--- src/rtl/beacon_tx_sequencer_pkg.sv ---
// Shared definitions for the beacon transmit sequencer: FSM state encodings,
// counter widths and saturating-increment helpers.
package beacon_tx_sequencer_pkg;

  localparam int SEQ_W  = 16;
  localparam int SENT_W = 16;
  localparam int TOUT_W = 8;

  typedef enum logic [2:0] {
    ST_IDLE     = 3'd0,
    ST_WARMUP   = 3'd1,
    ST_REQ      = 3'd2,
    ST_GAP      = 3'd3,
    ST_COOLDOWN = 3'd4
  } state_e;

  // Increment that sticks at all-ones instead of wrapping.
  function automatic logic [SENT_W-1:0] sat_inc_sent(input logic [SENT_W-1:0] v);
    return (&v) ? v : v + SENT_W'(1);
  endfunction

  function automatic logic [TOUT_W-1:0] sat_inc_tout(input logic [TOUT_W-1:0] v);
    return (&v) ? v : v + TOUT_W'(1);
  endfunction

endpackage

--- src/rtl/beacon_tx_sequencer_tick_timer.sv ---
// Tick down-counter: loaded in the first cycle of a state (a tick in that
// cycle is swallowed), decremented on every later tick, and producing a
// single-cycle expire pulse in the cycle carrying the terminal tick.
module beacon_tx_sequencer_tick_timer #(
  parameter int W = 8
) (
  input  logic         clk,
  input  logic         reset,
  input  logic         load_i,
  input  logic [W-1:0] load_val_i,
  input  logic         tick_i,
  output logic         expire_o
);

  logic [W-1:0] cnt_q;
  logic [W-1:0] cnt_d;

  // Next count: load wins over tick; an exhausted counter stays at zero.
  always_comb begin
    cnt_d = cnt_q;
    if (load_i) begin
      cnt_d = load_val_i;
    end else if (tick_i && (cnt_q != '0)) begin
      cnt_d = cnt_q - W'(1);
    end
  end

  // Count register.
  always_ff @(posedge clk or negedge reset) begin
    if (!reset) begin
      cnt_q <= '0;
    end else begin
      cnt_q <= cnt_d;
    end
  end

  // Terminal count: the tick that takes the counter from 1 to 0.
  assign expire_o = !load_i && tick_i && (cnt_q == W'(1));

endmodule

--- src/rtl/beacon_tx_sequencer.sv ---
// Beacon transmit sequencer: powers the radio for an orbit transmit window,
// waits out PA warm-up, issues numbered packet requests to the framer with a
// fixed gap, and cools the radio down once the window closes.
//
// state    | meaning
// ---------+-----------------------------------------------------------
// IDLE     | radio off, waiting for tx_enable
// WARMUP   | radio powered, waiting WARMUP_TICKS for the PA
// REQ      | pkt_req high, waiting for ack or ACK_TIMEOUT ticks
// GAP      | spacing between packets, GAP_TICKS
// COOLDOWN | radio still powered for COOLDOWN_TICKS, then off
module beacon_tx_sequencer
  import beacon_tx_sequencer_pkg::*;
#(
  parameter int WARMUP_TICKS   = 20,
  parameter int GAP_TICKS      = 50,
  parameter int ACK_TIMEOUT    = 30,
  parameter int COOLDOWN_TICKS = 10,
  parameter int TIMER_W        = 8
) (
  input  logic              clk,
  input  logic              reset,
  input  logic              tick_i,
  input  logic              tx_enable_i,
  input  logic              pkt_ack_i,
  output logic              radio_pwr_en_o,
  output logic              pkt_req_o,
  output logic [SEQ_W-1:0]  pkt_seq_o,
  output logic [SENT_W-1:0] pkts_sent_o,
  output logic [TOUT_W-1:0] timeout_cnt_o,
  output logic              busy_o
);

  state_e state_q, state_d;

  logic               entry_q;
  logic               pwr_q, pwr_d;
  logic               req_q, req_d;
  logic               busy_q, busy_d;
  logic [SEQ_W-1:0]   seq_q, seq_d;
  logic [SENT_W-1:0]  sent_q, sent_d;
  logic [TOUT_W-1:0]  tout_q, tout_d;

  logic [TIMER_W-1:0] load_val;
  logic               expire;
  logic               ack_evt;
  logic               tout_evt;

  // Ack only counts while a request is actually outstanding; an ack arriving
  // together with the terminal tick is treated as an ack, not a timeout.
  assign ack_evt  = (state_q == ST_REQ) && req_q && pkt_ack_i;
  assign tout_evt = (state_q == ST_REQ) && expire && !ack_evt;

  // Timer reload value for the state just entered.
  always_comb begin
    load_val = '0;
    case (state_q)
      ST_WARMUP:   load_val = TIMER_W'(WARMUP_TICKS);
      ST_REQ:      load_val = TIMER_W'(ACK_TIMEOUT);
      ST_GAP:      load_val = TIMER_W'(GAP_TICKS);
      ST_COOLDOWN: load_val = TIMER_W'(COOLDOWN_TICKS);
      default:     load_val = '0;
    endcase
  end

  beacon_tx_sequencer_tick_timer #(
    .W(TIMER_W)
  ) u_timer (
    .clk        (clk),
    .reset      (reset),
    .load_i     (entry_q),
    .load_val_i (load_val),
    .tick_i     (tick_i),
    .expire_o   (expire)
  );

  // State register plus the first-cycle-of-state flag that arms the timer.
  always_ff @(posedge clk or negedge reset) begin
    if (!reset) begin
      state_q <= ST_IDLE;
      entry_q <= 1'b0;
    end else begin
      state_q <= state_d;
      entry_q <= (state_d != state_q);
    end
  end

  // Next-state logic; a closing window never aborts an open handshake.
  always_comb begin
    state_d = state_q;
    case (state_q)
      ST_IDLE: begin
        if (tx_enable_i) state_d = ST_WARMUP;
      end
      ST_WARMUP: begin
        if (!tx_enable_i)  state_d = ST_COOLDOWN;
        else if (expire)   state_d = ST_REQ;
      end
      ST_REQ: begin
        if (ack_evt || tout_evt) state_d = tx_enable_i ? ST_GAP : ST_COOLDOWN;
      end
      ST_GAP: begin
        if (!tx_enable_i)  state_d = ST_COOLDOWN;
        else if (expire)   state_d = ST_REQ;
      end
      ST_COOLDOWN: begin
        if (expire) state_d = ST_IDLE;
      end
      default: state_d = ST_IDLE;
    endcase
  end

  // Output next values, derived from the next state so outputs change in
  // the same cycle the state does.
  always_comb begin
    pwr_d  = (state_d != ST_IDLE);
    busy_d = (state_d != ST_IDLE);
    req_d  = (state_d == ST_REQ);
    seq_d  = seq_q;
    sent_d = sent_q;
    tout_d = tout_q;
    if (ack_evt) begin
      seq_d  = seq_q + SEQ_W'(1);
      sent_d = sat_inc_sent(sent_q);
    end
    if (tout_evt) begin
      tout_d = sat_inc_tout(tout_q);
    end
  end

  // Output and counter registers.
  always_ff @(posedge clk or negedge reset) begin
    if (!reset) begin
      pwr_q  <= 1'b0;
      busy_q <= 1'b0;
      req_q  <= 1'b0;
      seq_q  <= '0;
      sent_q <= '0;
      tout_q <= '0;
    end else begin
      pwr_q  <= pwr_d;
      busy_q <= busy_d;
      req_q  <= req_d;
      seq_q  <= seq_d;
      sent_q <= sent_d;
      tout_q <= tout_d;
    end
  end

  assign radio_pwr_en_o = pwr_q;
  assign busy_o         = busy_q;
  assign pkt_req_o      = req_q;
  assign pkt_seq_o      = seq_q;
  assign pkts_sent_o    = sent_q;
  assign timeout_cnt_o  = tout_q;

endmodule

--- config.mk ---
export PLATFORM = sky130hd
export DESIGN_NAME = beacon_tx_sequencer
export DESIGN_NICKNAME = d
export VERILOG_FILES = /design/src/rtl/beacon_tx_sequencer_pkg.sv /design/src/rtl/beacon_tx_sequencer_tick_timer.sv /design/src/rtl/beacon_tx_sequencer.sv
export SDC_FILE = /design/constraint.sdc
export NUM_CORES = 1
export LEC_CHECK = 0
export BUFFER_PORTS_ARGS = -buffer_cell sky130_fd_sc_hd__buf_2
export CAP_MARGIN = 10
export CORE_MARGIN = 2
export CORE_UTILIZATION = 35
export CTS_CLUSTER_SIZE = 28
export DETAILED_ROUTE_END_ITERATION = 10
export PLACE_DENSITY_LB_ADDON = 0.25
export REMOVE_ABC_BUFFERS = 1
export SYNTH_ARGS = -nofsm -noshare
export SYNTH_HDL_FRONTEND = slang
export SYNTH_SLANG_ARGS = --single-unit
--- constraint.sdc ---
create_clock -name clk -period 2.7 [get_ports clk]
set_input_delay 0.27 -clock clk [delete_from_list [all_inputs] [get_ports clk]]
set_output_delay 0.27 -clock clk [all_outputs]
set_load 0.05 [all_outputs]
==> results of run 1 <==
[cells in the mapped netlist, types with 3 or more instances]
master   instances
nand4_1          7
or3_1            3
nand2_1         22
o21ai_0          6
a21oi_1         11
and4_1           3
dfrtp_1         54
nor4_2           4
nor2_1          19
nor4_4           3
ha_1             6
and3_1           7
xnor2_1         16
mux2_2           3
xor2_1          22
nor3_1           9
nor4_1           3
inv_1            8
nand3_1         15
buf_4            3
[kinds of logic after synthesis]
group / Yosys count / share of synthesized area [%]
compound gates: 31 / 7.71
xor+xnor: 38 / 11.6
fa+ha+maj: 6 / 2.61
buf+inv: 15 / 2.96
flops: 54 / 47.0
mux: 6 / 2.26
simple gates: 115 / 25.9
[per-layer routing]
layer / vias to the layer above / part of all wire (%) / wire (um)
met5: - / 0 / 0
met4: 0 / 1.1 / 64
met3: 4 / 3.5 / 206
met2: 28 / 47 / 2790
met1: 1038 / 49 / 2890
li1: 1046 / - / -
[worst paths after layout]
check,end,slack [ns],cells after the start
setup / recovery,pkts_sent_o[1]$_DFFE_PN0P_,0.64,4
hold / removal,state_q[0]$_DFF_PN0_,0.25,3
setup reg to reg,pkts_sent_o[1]$_DFFE_PN0P_,0.64,4
max in group asynchronous,pkts_sent_o[6]$_DFFE_PN0P_,1.92,3
min in group asynchronous,timeout_cnt_o[3]$_DFFE_PN0P_,0.50,3
hold reg to reg,pkt_seq_o[9]$_DFFE_PN0N_,0.48,1
[state kept, by name, indices dropped and copies added (netlist names)]
signal and flops:
u_timer.cnt_q 8, busy_o 1, pkts_sent_o 16, pkt_seq_o 16, entry_q 1, pkt_req_o 1, timeout_cnt_o 8, state_q 3
[cell type report]
class,count,area [um2]
well taps,105,131
multi-input cells,196,1440
fillers,852,4800
flip-flops and latches,54,1350
repair buffers,50,260
inverters,8,30.0
clock buffers,6,72.6
clock inverters,1,7.51
[where the power goes]
group          switching [W]  internal, W  total [W]
Combinational       0.000303     0.000216   0.000518
Clock               0.000256     0.000179   0.000435
Sequential          0.000149     0.000881    0.00103
[worst register-to-register path: stages, from the launching register on]
cell and delay (ns):
dfrtp_1 0.54, nor3b_4 0.45, nand3_2 0.34, nor2_1 0.28, mux2_1 0.34
[metrics by stage]
step	total power [W]	setup slack, ns	util (%)	std cells	cell area [um2]
after global routing	0.00213	0.425	40.7	420	3290
final	0.00198	0.643	40.7	420	3290
after CTS	0.00202	0.640	40.7	420	3290
after detailed placement	0.00157	0.646	39.5	412	3200
after floorplan	0.00142	0.706	-	258	2820
after global placement	0.00156	0.721	39.5	412	3200
[timing repair]
item	CTS	global route
hold buffers	1	0
hold endpoints to repair	54	0
buffers inserted	0	0
==> run_results.csv, run 1 <==
group,metric,value,unit
outcome,status,"complete, no violations",
clock_network,cts.path.max_buffers,2,
drt,drt-pass1-iter-count,4,
sta,fin_hold_ws,0.252,ns
yosys,synth_top_area_share,47.0,%
global_route,antenna_found_initial,0,
global_route,track_usage,14.7,%
worst_setup_path,critical_path.max_stage_delay,0.54,ns
sta,setup_viol,0,
place,globalplace.congestion,0.821,
worst_setup_path,critPathArrivalTime,2.25,ns
sta,period_minus_slack,2.06,ns
sta,finalMaxSlewViolations,0,
cells_and_area,layout_commonest_cell,"dfrtp_1",
global_route,grt_pass1_wl,10.3,mm
yosys,synth_seq_area_share,47.0,%
sta,post-route-period-util,76.2,%
cells_and_area,fin_nets,326,
global_route,grt_busiest_layer,"met2",
cells_and_area,synthToLayoutAreaGrowth,14.5,%
yosys,syn_area_per_cell,10.8,um2
worst_setup_path,critPathSlowestCell,"dfrtp_1",
clock_network,clkSinkCount,54,
worst_setup_path,critPathRequiredTime,2.90,ns
yosys,ys_top_cells_by_area,"dfrtp_1 (47%), xor2_1 (6.7%), xnor2_1 (4.9%)",
power_and_ir_drop,cellLeakagePower,1.63,nW
place,dp_hpwl,4.34,mm
cells_and_area,antenna_cells,0,
yosys,ys_types,49,
yosys,synthesis.instances,265,
floorplanning,dieArea,0.00895,mm2
clock_network,cts_buffers,5,
yosys,ys_warn_count,0,
worst_hold_path,hold_class,"input port to flip-flop",
sta,worst_pin_slew,0.475,ns
yosys,synthArstFlopShare,100,%
power_and_ir_drop,p_per_area,603,mW/mm2
drt,via_per_inst,5.04,
worst_setup_path,r2r-start,"state_q[2]$_DFF_PN0_",
clock_network,cts_resized,0,
yosys,synth-seq-cells,54,
job,cap_violations,0,
drt,wl_per_cell,14.2,um
global_route,grt_pass1_vias,2118,
global_route,grt_remaining_overflow,0,
floorplanning,core_area,0.00809,mm2
clock_network,cts.clk_slew.worst_paths,0.10,ns
worst_setup_path,worst-path-buf-inv,0,
global_route,grt_max_degree,29,
worst_setup_path,startpoint,"state_q[2]$_DFF_PN0_",
floorplanning,initial_core_util,35.5,%
clock_network,clk_latency,0.30,ns
floorplanning,rows,33,
sta,final_hold_viol_count,0,
yosys,ys.flop_type,"dfrtp_1",
sta,slew_headroom,68.1,%
cells_and_area,drive_above_1_share,24.8,%
drt,final_antenna_net_count,0,
sta,fin_skew,0.00844,ns
sta,tns,0,ns
global_route,grt_use_met1,20.4,%
cells_and_area,most-common-layout-cells,"dfrtp_1 (54), buf_2 (47), nand2_1 (22), xor2_1 (22), nor2_1 (19)",
yosys,yosys.area.top_type,"dfrtp_1",
floorplanning,dieWidth,94.6,um
sta,rsz0062_at_grt,"no",
global_route,use_met3,3.43,%
drt,wl,5.95,mm
sta,max_freq,0.486,GHz
worst_setup_path,crit_family,"simple AND/OR/NAND/NOR gates",
floorplanning,die_h,94.6,um
power_and_ir_drop,ir_drop,0.203,mV
drt,first_iter_violations,102,
clock_network,cts_tree,"yes",
floorplanning,pin_count,48,
drt,num_vias,2116,
worst_setup_path,cp_cell_sequence,"nor3b_4 > nand3_2 > nor2_1 > mux2_1",
worst_setup_path,crit_fanout,13,
place,portBuffers,47,
worst_setup_path,endpoint_kind,"flip-flop",
worst_setup_path,startpoint_type,"flip-flop",
clock_network,root_buffer,"clkbuf_8",
drt,drc_errors,0,
global_route,met2_usage,22.6,%
worst_hold_path,min_from,"tx_enable_i",
yosys,synth.cell_area,0.00287,mm2
worst_setup_path,critPathKind,"flip-flop to flip-flop",
clock_network,htreeDepth,2,
yosys,synth_edf_count,0,
Note: power is estimated with default switching activity, not from simulation.
==> run 2, diff against run 1 <==
Clock period 2.7 ns to 1.9 ns, I/O delays scaled along.
==> run_results.csv, run 2 (synthesized netlist as in run 1, its figures left out) <==
group,metric,value,unit
cells_and_area,layout_commonest_cell,"dfrtp_1",
clock_network,root_buffer,"clkbuf_8",
floorplanning,rows,33,
clock_network,clkSinkCount,54,
worst_hold_path,hold_depth,3,
worst_setup_path,r2r-start,"state_q[2]$_DFF_PN0_",
worst_setup_path,crit_end,"pkts_sent_o[1]$_DFFE_PN0P_",
drt,wl,6.05,mm
cells_and_area,most-common-layout-cells,"dfrtp_1 (54), buf_2 (47), nand2_1 (22), xor2_1 (22), nor2_1 (19)",
global_route,grt_max_degree,22,
global_route,grt_pass1_wl,10.3,mm
place,dp_hpwl,4.47,mm
worst_hold_path,hold_class,"input port to flip-flop",
place,globalplace.congestion,0.765,
place,dpl_cell_area,0.00331,mm2
worst_setup_path,endpoint_kind,"flip-flop",
cells_and_area,multi_input_area,0.00146,mm2
sta,final_hold_viol_count,0,
cells_and_area,instances_no_fill,435,
job,cap_violations,0,
sta,max_freq,0.559,GHz
worst_setup_path,critPathKind,"flip-flop to flip-flop",
sta,fin_hold_ws,0.200,ns
clock_network,htreeDepth,2,
floorplanning,pin_count,48,
worst_setup_path,critPathArrivalTime,1.98,ns
drt,drt-pass1-iter-count,4,
worst_setup_path,critPathRequiredTime,2.09,ns
cells_and_area,antenna_cells,0,
floorplanning,dieWidth,94.6,um
floorplanning,initial_core_util,35.5,%
sta,period_minus_slack,1.79,ns
sta,rsz0062_at_grt,"no",
global_route,grt_pass1_vias,2110,
cells_and_area,synthToLayoutAreaGrowth,20.2,%
drt,drc_errors,0,
clock_network,clk_latency,0.30,ns
clock_network,post-cts-setup-buffers,0,
cells_and_area,regArea,0.00135,mm2
floorplanning,core_area,0.00809,mm2
clock_network,cts.path.max_buffers,2,
power_and_ir_drop,ir_drop,0.332,mV
global_route,track_usage,14.5,%
worst_setup_path,crit_fanout,11,
sta,setup_viol,0,
outcome,status,"complete, no violations",
drt,final_antenna_net_count,0,
sta,worst_pin_slew,0.460,ns
floorplanning,dieArea,0.00895,mm2
worst_setup_path,startpoint_type,"flip-flop",
sta,slew_headroom,69.3,%
place,portBuffers,47,
worst_setup_path,startpoint,"state_q[2]$_DFF_PN0_",
floorplanning,die_h,94.6,um
worst_setup_path,r2r-end,"pkts_sent_o[1]$_DFFE_PN0P_",
drt,first_iter_violations,99,
power_and_ir_drop,cellLeakagePower,1.73,nW
global_route,antenna_found_initial,0,
sta,fin_skew,0.00931,ns
cells_and_area,fillCellCount,807,
power_and_ir_drop,p_per_area,903,mW/mm2
clock_network,cts.clk_slew.worst_paths,0.09,ns
drt,wl_per_cell,13.9,um
clock_network,cts_buffers,5,
cells_and_area,fin_nets,341,
drt,via_per_inst,4.92,
sta,finalMaxSlewViolations,0,
worst_setup_path,r2r_cells,4,
sta,post-route-period-util,94.1,%
worst_setup_path,reg2reg_slack,0.11,ns
worst_hold_path,min_from,"tx_enable_i",
cells_and_area,finalInstanceArea,0.00345,mm2
clock_network,cts_tree,"yes",
drt,num_vias,2139,
cells_and_area,drive_above_1_share,29.4,%
place,dp.cells,427,
global_route,grt_remaining_overflow,0,
==> run 2: worst min path at each step <==
| stage | endpoint | slack [ns] |
|---|---|---|
| after floorplan | busy_o$_DFF_PN0_ | -0.11 |
| after global placement | timeout_cnt_o[4]$_DFFE_PN0P_ | 0.16 |
| after detailed placement | timeout_cnt_o[4]$_DFFE_PN0P_ | 0.17 |
| after CTS | state_q[0]$_DFF_PN0_ | 0.18 |
| after global routing | state_q[0]$_DFF_PN0_ | 0.21 |
| final | state_q[0]$_DFF_PN0_ | 0.20 |
==> run 2: repair_timing <==
action | in CTS | in global routing
resized for setup | 0 | 5
hold buffers | 1 | 0
endpoints found under the setup margin | 0 | 3
hold endpoints to repair | 18 | 0
==> run 2: critical path: stages (launching register included) <==
cell	delay [ns]
dfrtp_1	0.41
nor3b_4	0.30
nand3_2	0.34
nor2_1	0.28
mux2_1	0.34
==> run 2: final cells by class <==
class | instances | share of cell area [%]
repair buffers | 65 | 10.8
flip-flops and latches | 54 | 39.1
multi-input cells | 196 | 42.1
clock buffers | 6 | 2.39
inverters | 8 | 0.870
clock inverters | 1 | 0.870
well taps | 105 | 3.80
==> run 2: per-layer routing <==
| layer | up-vias | share of wire (%) | track usage, % | wire, um |
|---|---|---|---|---|
| met5 | - | 0 | 0 | 0 |
| met1 | 1026 | 50 | 20.3 | 2990 |
| met4 | 0 | 1.2 | 3.99 | 72 |
| met2 | 27 | 47 | 22.8 | 2830 |
| li1 | 1081 | - | - | - |
| met3 | 5 | 2.4 | 2.95 | 145 |
==> run 2: per-stage QoR <==
step	setup TNS [ns]	total power, W	setup slack, ns	utilization [%]
4_1_cts	0	0.00315	0.0574	42.5
5_1_grt	0	0.00332	0.00139	42.7
2_1_floorplan	-0.112	0.00202	-0.0941	-
3_3_place_gp	0	0.00234	0.144	40.9
6_report	0	0.00312	0.112	42.7
3_5_place_dp	0	0.00235	0.0843	40.9
==> run 2: power by group <==
group | internal, W | switching (W) | leakage [nW]
clock | 0.000422 | 0.000368 | 0.0573
sequential | 0.00125 | 0.000107 | 0.723
combinational | 0.000404 | 0.000563 | 0.945
